### config.mk
export PLATFORM = sky130hd
export DESIGN_NAME = mem_access_stage
export DESIGN_NICKNAME = d
export VERILOG_FILES = /design/src/rtl/mem_access_stage.sv
export SDC_FILE = /design/constraint.sdc
export NUM_CORES = 1
export LEC_CHECK = 0
export CAP_MARGIN = 40
export CORE_MARGIN = 5
export CORE_UTILIZATION = 53
export CTS_CLUSTER_DIAMETER = 30
export DETAILED_ROUTE_END_ITERATION = 8
export PLACE_DENSITY = 0.95
export SLEW_MARGIN = 40
export SYNTH_ARGS = -nofsm -noshare
export SYNTH_HDL_FRONTEND = slang
export SYNTH_SLANG_ARGS = --single-unit
### constraint.sdc
create_clock -name clk -period 17.6 [get_ports clk]
set_input_delay 3.52 -clock clk [delete_from_list [all_inputs] [get_ports clk]]
set_output_delay 3.52 -clock clk [all_outputs]
set_load 0.005 [all_outputs]
### src/rtl/mem_access_stage.sv
// MEM stage of the cqu_mips pipeline: issues loads/stores over a req/ack
// data-memory bus, extends load data and registers the MEM/WB outputs.
module mem_access_stage #(
  parameter int unsigned TIMEOUT_CYCLES = 16
) (
  input  logic        clk,
  input  logic        reset,
  input  logic        ex_valid,
  input  logic [31:0] ex_alu_result,
  input  logic [31:0] ex_store_data,
  input  logic [4:0]  ex_write_reg,
  input  logic        ex_reg_write,
  input  logic        ex_mem_read,
  input  logic        ex_mem_write,
  input  logic [1:0]  ex_mem_size,
  input  logic        ex_load_unsigned,
  input  logic        wb_stall,
  output logic        mem_stall,
  output logic        dmem_req,
  output logic        dmem_we,
  output logic [31:0] dmem_addr,
  output logic [3:0]  dmem_be,
  output logic [31:0] dmem_wdata,
  input  logic [31:0] dmem_rdata,
  input  logic        dmem_ack,
  output logic [31:0] final_result,
  output logic [4:0]  write_reg_out,
  output logic        reg_write_final,
  output logic        mem_to_reg_final,
  output logic        addr_error,
  output logic        bus_error,
  output logic [31:0] bad_vaddr
);

  localparam int unsigned CW = (TIMEOUT_CYCLES < 2) ? 1 : $clog2(TIMEOUT_CYCLES);
  localparam logic [CW-1:0] TC_LAST = CW'(TIMEOUT_CYCLES - 1);

  typedef enum logic [1:0] {IDLE, ACCESS, DONE} state_t;
  state_t state, state_nxt;

  logic [31:0]   addr_q, wdata_q, hold_q;
  logic [1:0]    size_q;
  logic          uns_q, regw_q, store_q;
  logic [4:0]    wreg_q;
  logic [3:0]    be_q;
  logic [CW-1:0] tcnt;

  logic        mem_op, misaligned, timeout_hit, capture;
  logic [3:0]  be_c;
  logic [31:0] wdata_c;

  // Pick the addressed byte/half of a bus word and extend it to 32 bits.
  function automatic logic [31:0] load_ext(input logic [31:0] d, input logic [1:0] a,
                                           input logic [1:0] sz, input logic u);
    logic [7:0]  b;
    logic [15:0] h;
    case (a)
      2'd0:    b = d[7:0];
      2'd1:    b = d[15:8];
      2'd2:    b = d[23:16];
      default: b = d[31:24];
    endcase
    h = a[1] ? d[31:16] : d[15:0];
    case (sz)
      2'b00:   load_ext = u ? {24'h0, b} : {{24{b[7]}}, b};
      2'b01:   load_ext = u ? {16'h0, h} : {{16{h[15]}}, h};
      default: load_ext = d;
    endcase
  endfunction

  // Decode of the incoming EX/MEM op: alignment, byte enables and store data.
  always_comb begin
    mem_op     = ex_mem_read | ex_mem_write;
    misaligned = ((ex_mem_size == 2'b01) && ex_alu_result[0]) ||
                 (ex_mem_size[1] && (ex_alu_result[1:0] != 2'b00));
    capture    = (state == IDLE) && !wb_stall && ex_valid && mem_op && !misaligned;
    be_c       = 4'b1111;
    wdata_c    = ex_store_data;
    if (ex_mem_write) begin
      case (ex_mem_size)
        2'b00: begin
          be_c    = 4'b0001 << ex_alu_result[1:0];
          wdata_c = {4{ex_store_data[7:0]}};
        end
        2'b01: begin
          be_c    = 4'b0011 << {ex_alu_result[1], 1'b0};
          wdata_c = {2{ex_store_data[15:0]}};
        end
        default: ;
      endcase
    end
  end

  // Next-state logic, bus outputs and upstream stall.
  always_comb begin
    state_nxt   = state;
    timeout_hit = (state == ACCESS) && !dmem_ack && (tcnt == TC_LAST);
    mem_stall   = 1'b0;
    case (state)
      IDLE: begin
        // The slot is held while its memory op is in flight and released on
        // the cycle it retires, so a capture cycle counts as a stall cycle.
        mem_stall = wb_stall | capture;
        if (capture) state_nxt = ACCESS;
      end
      ACCESS: begin
        mem_stall = !((dmem_ack && !wb_stall) || timeout_hit);
        if (dmem_ack)         state_nxt = wb_stall ? DONE : IDLE;
        else if (timeout_hit) state_nxt = IDLE;
      end
      DONE: begin
        mem_stall = wb_stall;
        if (!wb_stall) state_nxt = IDLE;
      end
      default: state_nxt = IDLE;
    endcase
  end

  assign dmem_req   = (state == ACCESS);
  assign dmem_we    = (state == ACCESS) && store_q;
  assign dmem_addr  = {addr_q[31:2], 2'b00};
  assign dmem_be    = be_q;
  assign dmem_wdata = wdata_q;

  // FSM state, captured access fields, ack hold register and timeout counter.
  always_ff @(posedge clk or posedge reset) begin
    if (reset) begin
      state   <= IDLE;
      addr_q  <= '0;
      wdata_q <= '0;
      hold_q  <= '0;
      size_q  <= '0;
      uns_q   <= 1'b0;
      regw_q  <= 1'b0;
      store_q <= 1'b0;
      wreg_q  <= '0;
      be_q    <= '0;
      tcnt    <= '0;
    end else begin
      state <= state_nxt;
      if (capture) begin
        addr_q  <= ex_alu_result;
        wdata_q <= wdata_c;
        size_q  <= ex_mem_size;
        uns_q   <= ex_load_unsigned;
        regw_q  <= ex_reg_write;
        store_q <= ex_mem_write;
        wreg_q  <= ex_write_reg;
        be_q    <= be_c;
      end
      if ((state == ACCESS) && dmem_ack && wb_stall) hold_q <= dmem_rdata;
      if ((state == ACCESS) && (state_nxt == ACCESS)) tcnt <= tcnt + 1'b1;
      else                                            tcnt <= '0;
    end
  end

  // MEM/WB register: retire, bubble or hold, plus fault pulses and address.
  always_ff @(posedge clk or posedge reset) begin
    if (reset) begin
      final_result     <= '0;
      write_reg_out    <= '0;
      reg_write_final  <= 1'b0;
      mem_to_reg_final <= 1'b0;
      addr_error       <= 1'b0;
      bus_error        <= 1'b0;
      bad_vaddr        <= '0;
    end else begin
      addr_error <= 1'b0;
      bus_error  <= 1'b0;
      case (state)
        IDLE: if (!wb_stall) begin
          reg_write_final  <= 1'b0;
          mem_to_reg_final <= 1'b0;
          if (ex_valid && !mem_op) begin
            final_result    <= ex_alu_result;
            write_reg_out   <= ex_write_reg;
            reg_write_final <= ex_reg_write;
          end else if (ex_valid && misaligned) begin
            write_reg_out <= ex_write_reg;
            addr_error    <= 1'b1;
            bad_vaddr     <= ex_alu_result;
          end
        end
        ACCESS: begin
          if (dmem_ack) begin
            if (!wb_stall) begin
              write_reg_out    <= wreg_q;
              reg_write_final  <= store_q ? 1'b0 : regw_q;
              mem_to_reg_final <= !store_q;
              if (!store_q) final_result <= load_ext(dmem_rdata, addr_q[1:0], size_q, uns_q);
            end
          end else begin
            if (timeout_hit) begin
              bus_error <= 1'b1;
              bad_vaddr <= addr_q;
            end
            if (!wb_stall) begin
              reg_write_final  <= 1'b0;
              mem_to_reg_final <= 1'b0;
            end
          end
        end
        DONE: if (!wb_stall) begin
          write_reg_out    <= wreg_q;
          reg_write_final  <= store_q ? 1'b0 : regw_q;
          mem_to_reg_final <= !store_q;
          if (!store_q) final_result <= load_ext(hold_q, addr_q[1:0], size_q, uns_q);
        end
        default: ;
      endcase
    end
  end

endmodule

# Yosys cells after proc, flatten, opt, wreduce, memory -nomap -nowiden
# Index checks and enable logic that the tools add are counted.
# word_totals
regBits	189
inputBits	112
output_inout_bits	144
# op_classes
addsub	1
n_eq_ne	21
shifts	2
muxes	60
bitwise_logic	2
n_reduce_logical	34
# op_table
cell	count
32-bit 2-to-1 mux	17
32-bit one-hot mux with 2 select lines	4
32-bit one-hot mux with 3 select lines	1
8-bit one-hot mux with 3 select lines	2
16-bit 2-to-1 mux	2
5-bit 2-to-1 mux	5
1-bit 2-to-1 mux	16
1-bit logical AND	15
5-bit one-hot mux with 3 select lines	1
2-bit inequality test, second input constant	7
2-bit by 1-bit == test with 1-bit output, second input constant	5
2-bit 2-to-1 mux	5
1-bit one-hot mux with 3 select lines	3
2-bit zero test	4
4-bit 2-to-1 mux	2
2-bit by 1-bit inequality test with 1-bit output, second input constant	4
4-bit one-hot mux with 2 select lines	1
8-bit AND reduction	1
1-bit zero test	6
2-bit one-hot mux with 3 select lines	1
6-bit AND reduction	1
4-bit by 1-bit adder with 4-bit output, second input constant	1
2-bit == test, second input constant	2
4-bit == test, second input constant	1
10 further kinds	13

# Longest topological paths before layout
# Gate-level depths: netlist of the first run.
# logic_depth
ltp_word	10
mapped_depth	10

# Least setup slack after synthesis of the first run
# OpenSTA, ideal clock, no wires.
# synth_path
path_kind	input to output
startpoint	input ex_mem_read
endpoint	output mem_stall
t_arrival_ns	4.672
slack_ns	9.408
path_stages	6
n_path_buf	2
path_cell_list	nor2_1 > nor3_1 > o21ai_1 > clkbuf_1 > buf_2 > a41oi_1
# synth_between
elab_chain_cells	5
# synth_rtl
element	line	rtl
from (decl)	13	input logic ex_mem_read,
1-bit bitwise OR	73	mem_op = ex_mem_read | ex_mem_write;
1-bit logical AND (2 in series)	76	capture = (state == IDLE) && !wb_stall && ex_valid && mem_op && !misaligned;
1-bit bitwise OR	103	mem_stall = wb_stall | capture;
1-bit one-hot mux with 3 select lines	99	case (state)
to (decl)	18	output logic mem_stall,
# Every way passes these cells.

# Worst setup path in the final report of the first run
# layout_path
startpoint	input ex_mem_size[0]
endpoint	output mem_stall
# layout_between
elab_chain_cells	7
# layout_rtl
element	line	rtl
from (decl)	15	input logic [1:0] ex_mem_size,
2-bit by 1-bit == test with 1-bit output	74	misaligned = ((ex_mem_size == 2'b01) && ex_alu_result[0]) ||
1-bit logical AND	74	
1-bit logical OR	74	
1-bit zero test	76	
1-bit logical AND	76	
1-bit bitwise OR	103	
1-bit one-hot mux with 3 select lines	99	
# Every way passes these cells.

==> summary.txt, run 1 <==
Status
  – Status: complete, no violations

Final layout
  – Share of cells above drive strength 1: 0.177
  – Layout Nets: 1200
  – Fill cells: 1266
  – Design area: 0.0129 mm2
  – Synth-to-layout area growth: 30.6%

Synth
  – Total number of yosys warnings: 0
  – Post-Synth XOR/XNOR Area: 0.00178
  – Mux cell area share after synthesis: 0.232
  – Syn Area/Cell: 11.0 um2
  – Fraction of registers with async set/reset: 1.00
  – Complex-gate fraction of the synthesized area: 0.138
  – Largest family of logic cells by synthesized area: multiplexers
  – Post-synthesis simple-gate area fraction: 0.0841
  – Yosys cell types: 58
  – Top FF cell, synth: dfrtp_1
  – EDFF count, synth: 0
  – Adder-cell share of the synthesized area: 0.00635
  – Post-synthesis cell area: 0.00985 mm2
  – Synthesized instance count: 898
  – Register area share after synthesis: 0.480
  – #FFs+latches synth: 189

Global routing
  – Largest net degree at the start of global routing: 115
  – Vias in the first global route: 8372
  – Initial antenna violation count: 1
  – First-pass GRT wire length: 47300 um
  – Overall Global Routing Usage: 0.279
  – Total grt overflow: 0

Detailed routing
  – Routed len/inst: 22.7 um
  – Total Routed Length: 30100 um
  – Antenna-violating nets left: 0
  – Post-DR vias/cell: 6.15
  – Remaining DRCs: 0
  – DR iter-0 viols: 784
  – Drt pass-1 iters: 6
  – Via count: 8159

Timing
  – RSZ-0062 raised after global routing: no
  – Final Hold Fails: 0
  – Slew margin rel.: 0.440
  – Max Slew Vio Count: 0
  – Setup TNS: 0 ns
  – Count of final setup violators: 0
  – Worst Hold Slack: 0.483 ns
  – Fmax: 109 MHz
  – Fin Clk Skew: 0.0127 ns
  – Slew @ Worst Pin: 0.840 ns
  – Period utilization: 0.521
  – Min Tclk post-route: 9.17 ns

Setup path
  – Reg2Reg Depth: 8
  – Crit path cell chain: clkdlybuf4s50_1 -> nor2_1 -> o21ai_4 -> a41oi_1 -> clkdlybuf4s50_1
  – Largest stage delay on the critical path: 0.91 ns
  – FF-to-FF Start: state[1]
  – Reg-to-Reg End: final_result[20]
  – Most frequent CP cell: clkdlybuf4s50_1
  – Crit Path Class: input port to output pin
  – Bufs and invs on worst path: 2
  – Startpoint Class: input port
  – Max Fanout on Critical Path: 13
  – Setup slack, reg-to-reg: 14.71 ns
  – Crit path required time: 14.08 ns
  – Worst path slowest cell: clkdlybuf4s50_1
  – CP delay by family, top: buffers and inverters
  – Data arrival, critical path: 5.65 ns
  – Nature of the critical path endpoint: output pin

Power and ir drop
  – Power, Total: 2420 uW
  – Pleak: 0.00525 uW
  – PD cells: 188 mW/mm2
  – Worst ir drop on vdd: 125 uV

Min path
  – Hold depth: 2
  – Hold path start: final_result[14]
  – Hold path endpoint: final_result[14]
  – Hold crit path type: flop to flop

Floorplan
  – Chip Height: 146 um
  – Initial Utilization: 0.543
  – Die X: 146 um
  – Die Area: 0.0214 mm2
  – Num ports: 256
  – Site Rows: 49
  – Core ar.: 0.0181 mm2

Clock network
  – CTS buffer count: 17
  – H-Tree Level Count: 4
  – CTS tree: done
  – Setup bufs post-CTS: 0
  – Post-CTS sizing: 0
  – Clk pin slew, worst setup/hold paths: 0.07 ns
  – Hold-fix buffers, CTS: 0
  – Clock buffer depth: 2
  – Clk_lat worst skew: 0.43 ns
  – CTS root buffer: clkbuf_16
  – Clk sink count: 189

Placed design
  – DP HPWL: 21400 um
  – RD Place Congestion: 0.876
  – Number of port buffers: 253
  – Cell area after placement: 0.0122 mm2

Flow run
  – Max-Cap Viols: 0
final cells by class:
class,instances,area (um2),area share
diodes,1,2.50,0.000195
repair buffers,260,2600,0.202
clock inverters,14,166,0.0129
well taps,229,287,0.0223
inverters,10,50.0,0.00389
flip-flops and latches,189,4730,0.368
multi-input cells,605,4600,0.358
clock buffers,18,429,0.0334
routing by layer:
layer  part of all wire  GRT usage  vias to the layer above
li1                   -          -                     3608
met1               0.36      0.333                     3991
met2               0.49      0.461                      484
met3               0.11     0.0930                       76
met4              0.042      0.125                        0
met5                  0          0                        -
worst min-delay path, cell delays in order, from the launching register on:
cell and delay (ns):
dfrtp_1 0.34, nand2_1 0.05, o21ai_1 0.06
worst max-delay path by stage:
stage               slack [ns]    endpoint            from  cells past startpoint
finish                    8.43   mem_stall  ex_mem_size[0]                      5
global route              8.28   mem_stall  ex_mem_size[0]                      5
CTS                       8.42   mem_stall  ex_mem_size[0]                      5
detailed placement        8.43   mem_stall  ex_mem_size[0]                      5
global placement          8.52   mem_stall  ex_mem_size[0]                      5
floorplan                 8.94  addr_error           reset                      1
registers in the layout, indices dropped and copies added (netlist names), 2 cells and up:
signal / flops
size_q: 2
wreg_q: 5
addr_q: 32
final_result: 32
bad_vaddr: 32
state: 2
tcnt: 4
write_reg_out: 5
dmem_be: 4
hold_q: 32
dmem_wdata: 32
power by group:
part           total (uW)  internal (uW)  switching, uW
registers             807            649            158
clock network         386            193            193
logic                1230            628            598
through the flow:
stage	std cells	setup slack [ns]	utilization
after floorplan	899	8.94	-
after global routing	1326	8.28	0.709
after CTS	1325	8.42	0.708
after global placement	1293	8.52	0.674
after detailed placement	1293	8.43	0.675
final	1326	8.43	0.709
layout by cell type (no fill, tap or decap), drive strengths merged, types with 5 or more instances in the layout:
cell	instances
clkdlybuf4s50	253
dfrtp	189
mux2	167
o21ai	99
nand2	87
mux2i	36
nor2	36
a22oi	24
nor3	24
a211oi	18
clkbuf	18
inv	18
o211ai	16
a21oi	16
nand3	15
buf	7
a32oi	6
a2111oi	6
a21o	5
clkinv	5
nand2b	5
ha	5
cells by family (layout without fill, tap and decap cells):
group / after synthesis / after routing
muxes: 205 / 205
buffers and inverters: 105 / 302
xor gates and xnor gates: 2 / 2
AOI/OAI and AO/OA: 207 / 207
DFF: 189 / 189
other: 1 / 3
and+or+nand+nor: 184 / 184
adders and majority gates: 5 / 5
cell usage after synthesis, drive strengths merged, types with 2 or more instances:
master / n / area [um2]
nand3: 15 / 80.1
nor2b: 4 / 25.0
o211ai: 16 / 120
mux2i: 36 / 360
a32oi: 6 / 52.6
mux4: 2 / 45.0
a31oi: 2 / 27.5
nor3b: 4 / 35.0
nand2: 87 / 329
a21o: 5 / 37.5
a21oi: 16 / 83.8
dfrtp: 189 / 4730
o22ai: 3 / 18.8
a2111oi: 6 / 90.1
clkbuf: 27 / 101
nor2: 36 / 143
o21ai: 99 / 503
nand2b: 5 / 31.3
and2: 3 / 18.8
a211oi: 18 / 140
inv: 10 / 37.5
mux2: 167 / 1880
buf: 68 / 422
a22oi: 24 / 180
nor3: 24 / 120
o41ai: 2 / 17.5
o21a: 2 / 15.0
a41oi: 2 / 17.5
ha: 5 / 62.6
(Power assumes the default switching activity.)
==> run 2, diff against run 1 <==
Settings changed: CORE_UTILIZATION 53 to 45, PLACE_DENSITY 0.95 to 0.89.
Clock period 17.6 ns to 8.3 ns, I/O delays scaled along.
==> run 2 against run 1 <==
  * First-iteration DRC count down 21%
  * Setup slack got worse by 5.4 ns
  * Clock skew down 0.0050 ns
  * Largest power group unchanged
  * Critical path type unchanged
  * Sequential cell count stayed put
  * Register-to-register slack lost 9.4 ns
==> summary.txt, run 2 (same netlist as run 1, synthesis figures left out) <==
Detailed routing
  – Via count: 8004
  – Routed len/inst: 21.1 um
  – DR iter-0 viols: 622
  – Metal2 WL: 14600 um
  – Post-DR vias/cell: 5.80
  – Met3 wire len: 2640 um
  – DRT met1 WL: 11300 um
  – Top sig layer: met5
  – Drt pass-1 iters: 5
  – Antenna-violating nets left: 0
  – Total Routed Length: 29200 um
  – Remaining DRCs: 0

Setup path
  – CP delay by family, top: buffers and inverters
  – Crit path required time: 6.64 ns
  – Nature of the critical path endpoint: output pin
  – Bufs and invs on worst path: 2
  – Max Fanout on Critical Path: 13
  – Crit Path Class: input port to output pin
  – Reg2Reg Depth: 7
  – Most frequent CP cell: clkdlybuf4s50_1
  – Crit path depth: 5
  – Worst path slowest cell: clkdlybuf4s50_1
  – Startpoint Class: input port
  – Largest stage delay on the critical path: 0.77 ns
  – Data arrival, critical path: 3.65 ns
  – Crit path cell chain: clkdlybuf4s50_1 -> nor2_1 -> o21ai_4 -> a41oi_1 -> clkdlybuf4s50_1

Timing
  – Fmax: 188 MHz
  – Final Hold Fails: 0
  – Setup TNS: 0 ns
  – Slew @ Worst Pin: 0.841 ns
  – Min Tclk post-route: 5.31 ns
  – Slew margin rel.: 0.439
  – RSZ-0062 raised after global routing: no
  – Period utilization: 0.640
  – Count of final setup violators: 0
  – Fin Clk Skew: 0.00770 ns
  – Max Slew Vio Count: 0

Flow run
  – Max-Cap Viols: 0

Status
  – Status: complete, no violations

Placed design
  – RD Place Congestion: 0.931
  – DP HPWL: 20900 um
  – Number of port buffers: 253

Clock network
  – CTS root buffer: clkbuf_16
  – Setup bufs post-CTS: 0
  – Clk_lat worst skew: 0.43 ns
  – CTS buffer count: 17
  – H-Tree Level Count: 4
  – Clk sink count: 189
  – CTS tree: done
  – Hold-fix buffers, CTS: 0
  – Clk pin slew, worst setup/hold paths: 0.07 ns
  – Post-CTS sizing: 0
  – Clock buffer depth: 2

Final layout
  – Core Util, Final: 0.596
  – ANT cells: 0
  – Most frequent cells in the layout: clkdlybuf4s50_1, dfrtp_1, mux2_2
  – Share of cells above drive strength 1: 0.177
  – Layout Nets: 1203
  – Commonest non-fill, non-tap cell in the layout: clkdlybuf4s50_1
  – Synth-to-layout area growth: 31.3%

Power and ir drop
  – Pleak: 0.00526 uW
  – Sw Pwr: 1970 uW
  – Combinational share of power: 0.504
  – Clock power frac: 0.161
  – Sw Share: 0.388
  – Int Power: 3120 uW
  – Worst ir drop on vdd: 172 uV
  – Sequential power share: 0.335
  – PD cells: 394 mW/mm2

Global routing
  – Initial antenna violation count: 1
  – Largest net degree at the start of global routing: 125
  – Vias in the first global route: 8096
  – First-pass GRT wire length: 45400 um
  – Total grt overflow: 0
  – Overall Global Routing Usage: 0.233

Min path
  – Hold crit path type: flop to flop
  – Hold depth: 2

Floorplan
  – Num ports: 256
  – Die X: 158 um
  – Chip Height: 158 um
  – Core ar.: 0.0217 mm2
  – Initial Utilization: 0.454
  – Die Area: 0.0249 mm2
  – Site Rows: 54
run 2: cell count changes in the layout (fill, tap and decap cells not counted), sizes merged:
cell / before / now
buf: 7 / 10
clkinvlp: 1 / 0
clkinv: 5 / 6
diode: 1 / 0
run 2: worst min-delay path, delay by kind of cell (launching register included):
kind | cells | cell delay, ns
AO/OA/AOI/OAI | 1 | 0.06
flip-flops | 1 | 0.34
AND/OR/NAND/NOR | 1 | 0.05
run 2: metal layers:
metal  up-vias  GRT usage
met4         2     0.0717
met5         -          0
met3        46     0.0541
li1       3601          -
met1      3982      0.295
met2       373      0.399
run 2: final timing paths:
path / endpoint / start / slack (ns)
max: mem_stall / ex_mem_size[0] / 2.99
min: dmem_wdata[27] / dmem_wdata[27] / 0.48
max reg2reg: final_result[16] / state[1] / 5.35
min reg2reg: dmem_wdata[27] / dmem_wdata[27] / 0.48
max in group asynchronous: final_result[27] / reset / 5.47
min in group asynchronous: dmem_wdata[1] / reset / 1.77
run 2: power groups by stage:
stage	Sequential (uW)	Combinational (uW)	Clock (uW)
floorplan	1630	1510	0
global placement	1680	2500	0
detailed placement	1720	2570	0
CTS	1700	2580	828
global route	1760	2780	869
finish	1700	2570	819
run 2: cell type report:
type	instances	area (um2)
Multi-Input combinational cell	605	4610
Tap cell	280	350
Inverter	10	50.0
Clock buffer	18	429
Sequential cell	189	4730
Fill cell	1738	8760
Clock inverter	14	149
Timing Repair Buffer	263	2620
run 2: per-stage QoR:
step | total power (uW) | worst slack, ns | std cells | area [um2] | hold slack, ns
2_1_floorplan | 3140 | 1.50 | 899 | 9850 | 0.473
3_3_place_gp | 4170 | 3.05 | 1347 | 12300 | 0.458
3_5_place_dp | 4290 | 3.01 | 1347 | 12300 | 0.470
4_1_cts | 5110 | 2.99 | 1379 | 12900 | 0.486
5_1_grt | 5410 | 2.88 | 1379 | 12900 | 0.506
6_report | 5090 | 2.99 | 1379 | 12900 | 0.484
==> run 3, diff against run 2 <==
Settings changed: CORE_UTILIZATION 45 to 50, PLACE_DENSITY 0.89 to 0.93.
Clock period 8.3 ns to 5.3 ns, I/O delays scaled along.
==> run 3 against run 2 <==
  * Count of clock-buffer cells in the layout down 1
  * Global-route usage up 2.3 points
  * Power up 59%
  * Clock skew up 0.0046 ns
  * Utilization up 7.6 points
  * Critical path depth unchanged
  * First-iteration DRC count up 4.3%
  * Sequential power up 57%
  * Cell count down 0.80%
  * Critical endpoint unchanged
  * Highest routed layer is now met4
==> summary.txt, run 3 (same netlist as run 1, synthesis figures left out) <==
Power and ir drop
  – Sw Share: 0.386
  – Sequential power share: 0.331
  – PD cells: 620 mW/mm2
  – Combinational share of power: 0.504
  – Clock power frac: 0.165
  – Pleak: 0.00531 uW
  – Sw Pwr: 3120 uW
  – Worst ir drop on vdd: 265 uV
  – Int Power: 4970 uW

Floorplan
  – Site Rows: 51
  – Initial Utilization: 0.508
  – Num ports: 256
  – Core ar.: 0.0194 mm2
  – Chip Height: 150 um
  – Die X: 150 um
  – Die Area: 0.0226 mm2

Timing
  – Max Slew Vio Count: 0
  – Setup TNS: 0 ns
  – Final Hold Fails: 0
  – RSZ-0062 raised after global routing: no
  – Slew margin rel.: 0.422
  – Count of final setup violators: 0
  – Min Tclk post-route: 4.07 ns
  – Slew @ Worst Pin: 0.867 ns
  – Period utilization: 0.768
  – Fin Clk Skew: 0.0123 ns
  – Fmax: 246 MHz

Clock network
  – CTS tree: done
  – Hold-fix buffers, CTS: 0
  – Setup bufs post-CTS: 0
  – Clk sink count: 189
  – Clk_lat worst skew: 0.43 ns
  – Clock buffer depth: 2
  – CTS root buffer: clkbuf_16
  – H-Tree Level Count: 4
  – Clk pin slew, worst setup/hold paths: 0.08 ns
  – CTS buffer count: 17
  – Post-CTS sizing: 0

Min path
  – Hold depth: 2
  – Hold crit path type: flop to flop

Final layout
  – Reg area: 0.00473 mm2
  – Commonest non-fill, non-tap cell in the layout: clkdlybuf4s50_1
  – Synth-to-layout area growth: 32.4%
  – Fill cells: 1410
  – Area occupied by multi-input gates: 0.00461 mm2
  – Layout Nets: 1206
  – Share of cells above drive strength 1: 0.181
  – Final Non-Filler Cells: 1368
  – Most frequent cells in the layout: clkdlybuf4s50_1, dfrtp_1, mux2_2

Detailed routing
  – Drt pass-1 iters: 7
  – Via count: 8025
  – Routed len/inst: 21.4 um
  – DRT met1 WL: 11100 um
  – Antenna-violating nets left: 0
  – Remaining DRCs: 0
  – Post-DR vias/cell: 5.87
  – Top sig layer: met4
  – Total Routed Length: 29300 um
  – DR iter-0 viols: 649
  – Met3 wire len: 2770 um
  – Metal2 WL: 14300 um

Placed design
  – Number of port buffers: 253
  – DP HPWL: 21300 um
  – RD Place Congestion: 0.842
  – Placed cells: 1335

Global routing
  – Vias in the first global route: 8193
  – Largest net degree at the start of global routing: 106
  – Initial antenna violation count: 1
  – Overall Global Routing Usage: 0.257
  – Total grt overflow: 0
  – First-pass GRT wire length: 45100 um

Setup path
  – Reg2Reg Depth: 8
  – Crit path required time: 4.24 ns
  – Startpoint Class: input port
  – Nature of the critical path endpoint: output pin
  – Max Fanout on Critical Path: 14
  – Crit Path Class: input port to output pin
  – Data arrival, critical path: 3.01 ns

Status
  – Status: complete, no violations

Flow run
  – Max-Cap Viols: 0
-- run 3: worst max-delay path, cell delays in order --
cell and delay, ns:
clkdlybuf4s50_1 0.65, nor3_1 0.47, o21ai_4 0.10, a41oi_1 0.19
clkdlybuf4s50_1 0.54
-- run 3: cell type report --
cell class / count / share of cell area
Tap cell: 265 / 0.0254
Inverter: 10 / 0.00317
Clock inverter: 15 / 0.0151
Multi-Input combinational cell: 605 / 0.354
Antenna cell: 1 / 0.000192
Timing Repair Buffer: 266 / 0.207
Sequential cell: 189 / 0.363
Clock buffer: 17 / 0.0326
-- run 3: final timing paths --
| check | start | end | slack [ns] |
|---|---|---|---|
| worst min register to register | dmem_wdata[27] | dmem_wdata[27] | 0.48 |
| worst min-delay path | dmem_wdata[27] | dmem_wdata[27] | 0.48 |
| max in group asynchronous | reset | wreg_q[0] | 3.30 |
| worst max register to register | state[0] | final_result[27] | 2.47 |
| min in group asynchronous | reset | bad_vaddr[22] | 1.08 |
| worst max-delay path | wb_stall | mem_stall | 1.23 |
-- run 3: power by group through the flow --
stage / clock (uW) / sequential, uW / combinational, uW
CTS: 1360 / 2670 / 4080
global route: 1420 / 2760 / 4400
finish: 1340 / 2670 / 4080
detailed placement: 0 / 2690 / 4050
floorplan: 0 / 2550 / 2370
global placement: 0 / 2630 / 3870
-- run 3: through the flow --
stage / worst slack [ns] / cell area (um2) / total power, uW / util / hold WS, ns
floorplan: 1.81 / 9850 / 4920 / - / 0.473
global placement: 1.29 / 12300 / 6500 / 0.635 / 0.460
detailed placement: 1.28 / 12400 / 6740 / 0.639 / 0.470
CTS: 1.26 / 13000 / 8110 / 0.671 / 0.488
global route: 1.10 / 13000 / 8580 / 0.672 / 0.515
finish: 1.23 / 13000 / 8090 / 0.672 / 0.483
-- run 3: metal layers --
layer | track usage | up-vias
li1 | - | 3604
met1 | 0.316 | 3940
met2 | 0.429 | 424
met3 | 0.0695 | 57
met4 | 0.103 | 0
met5 | 0 | -
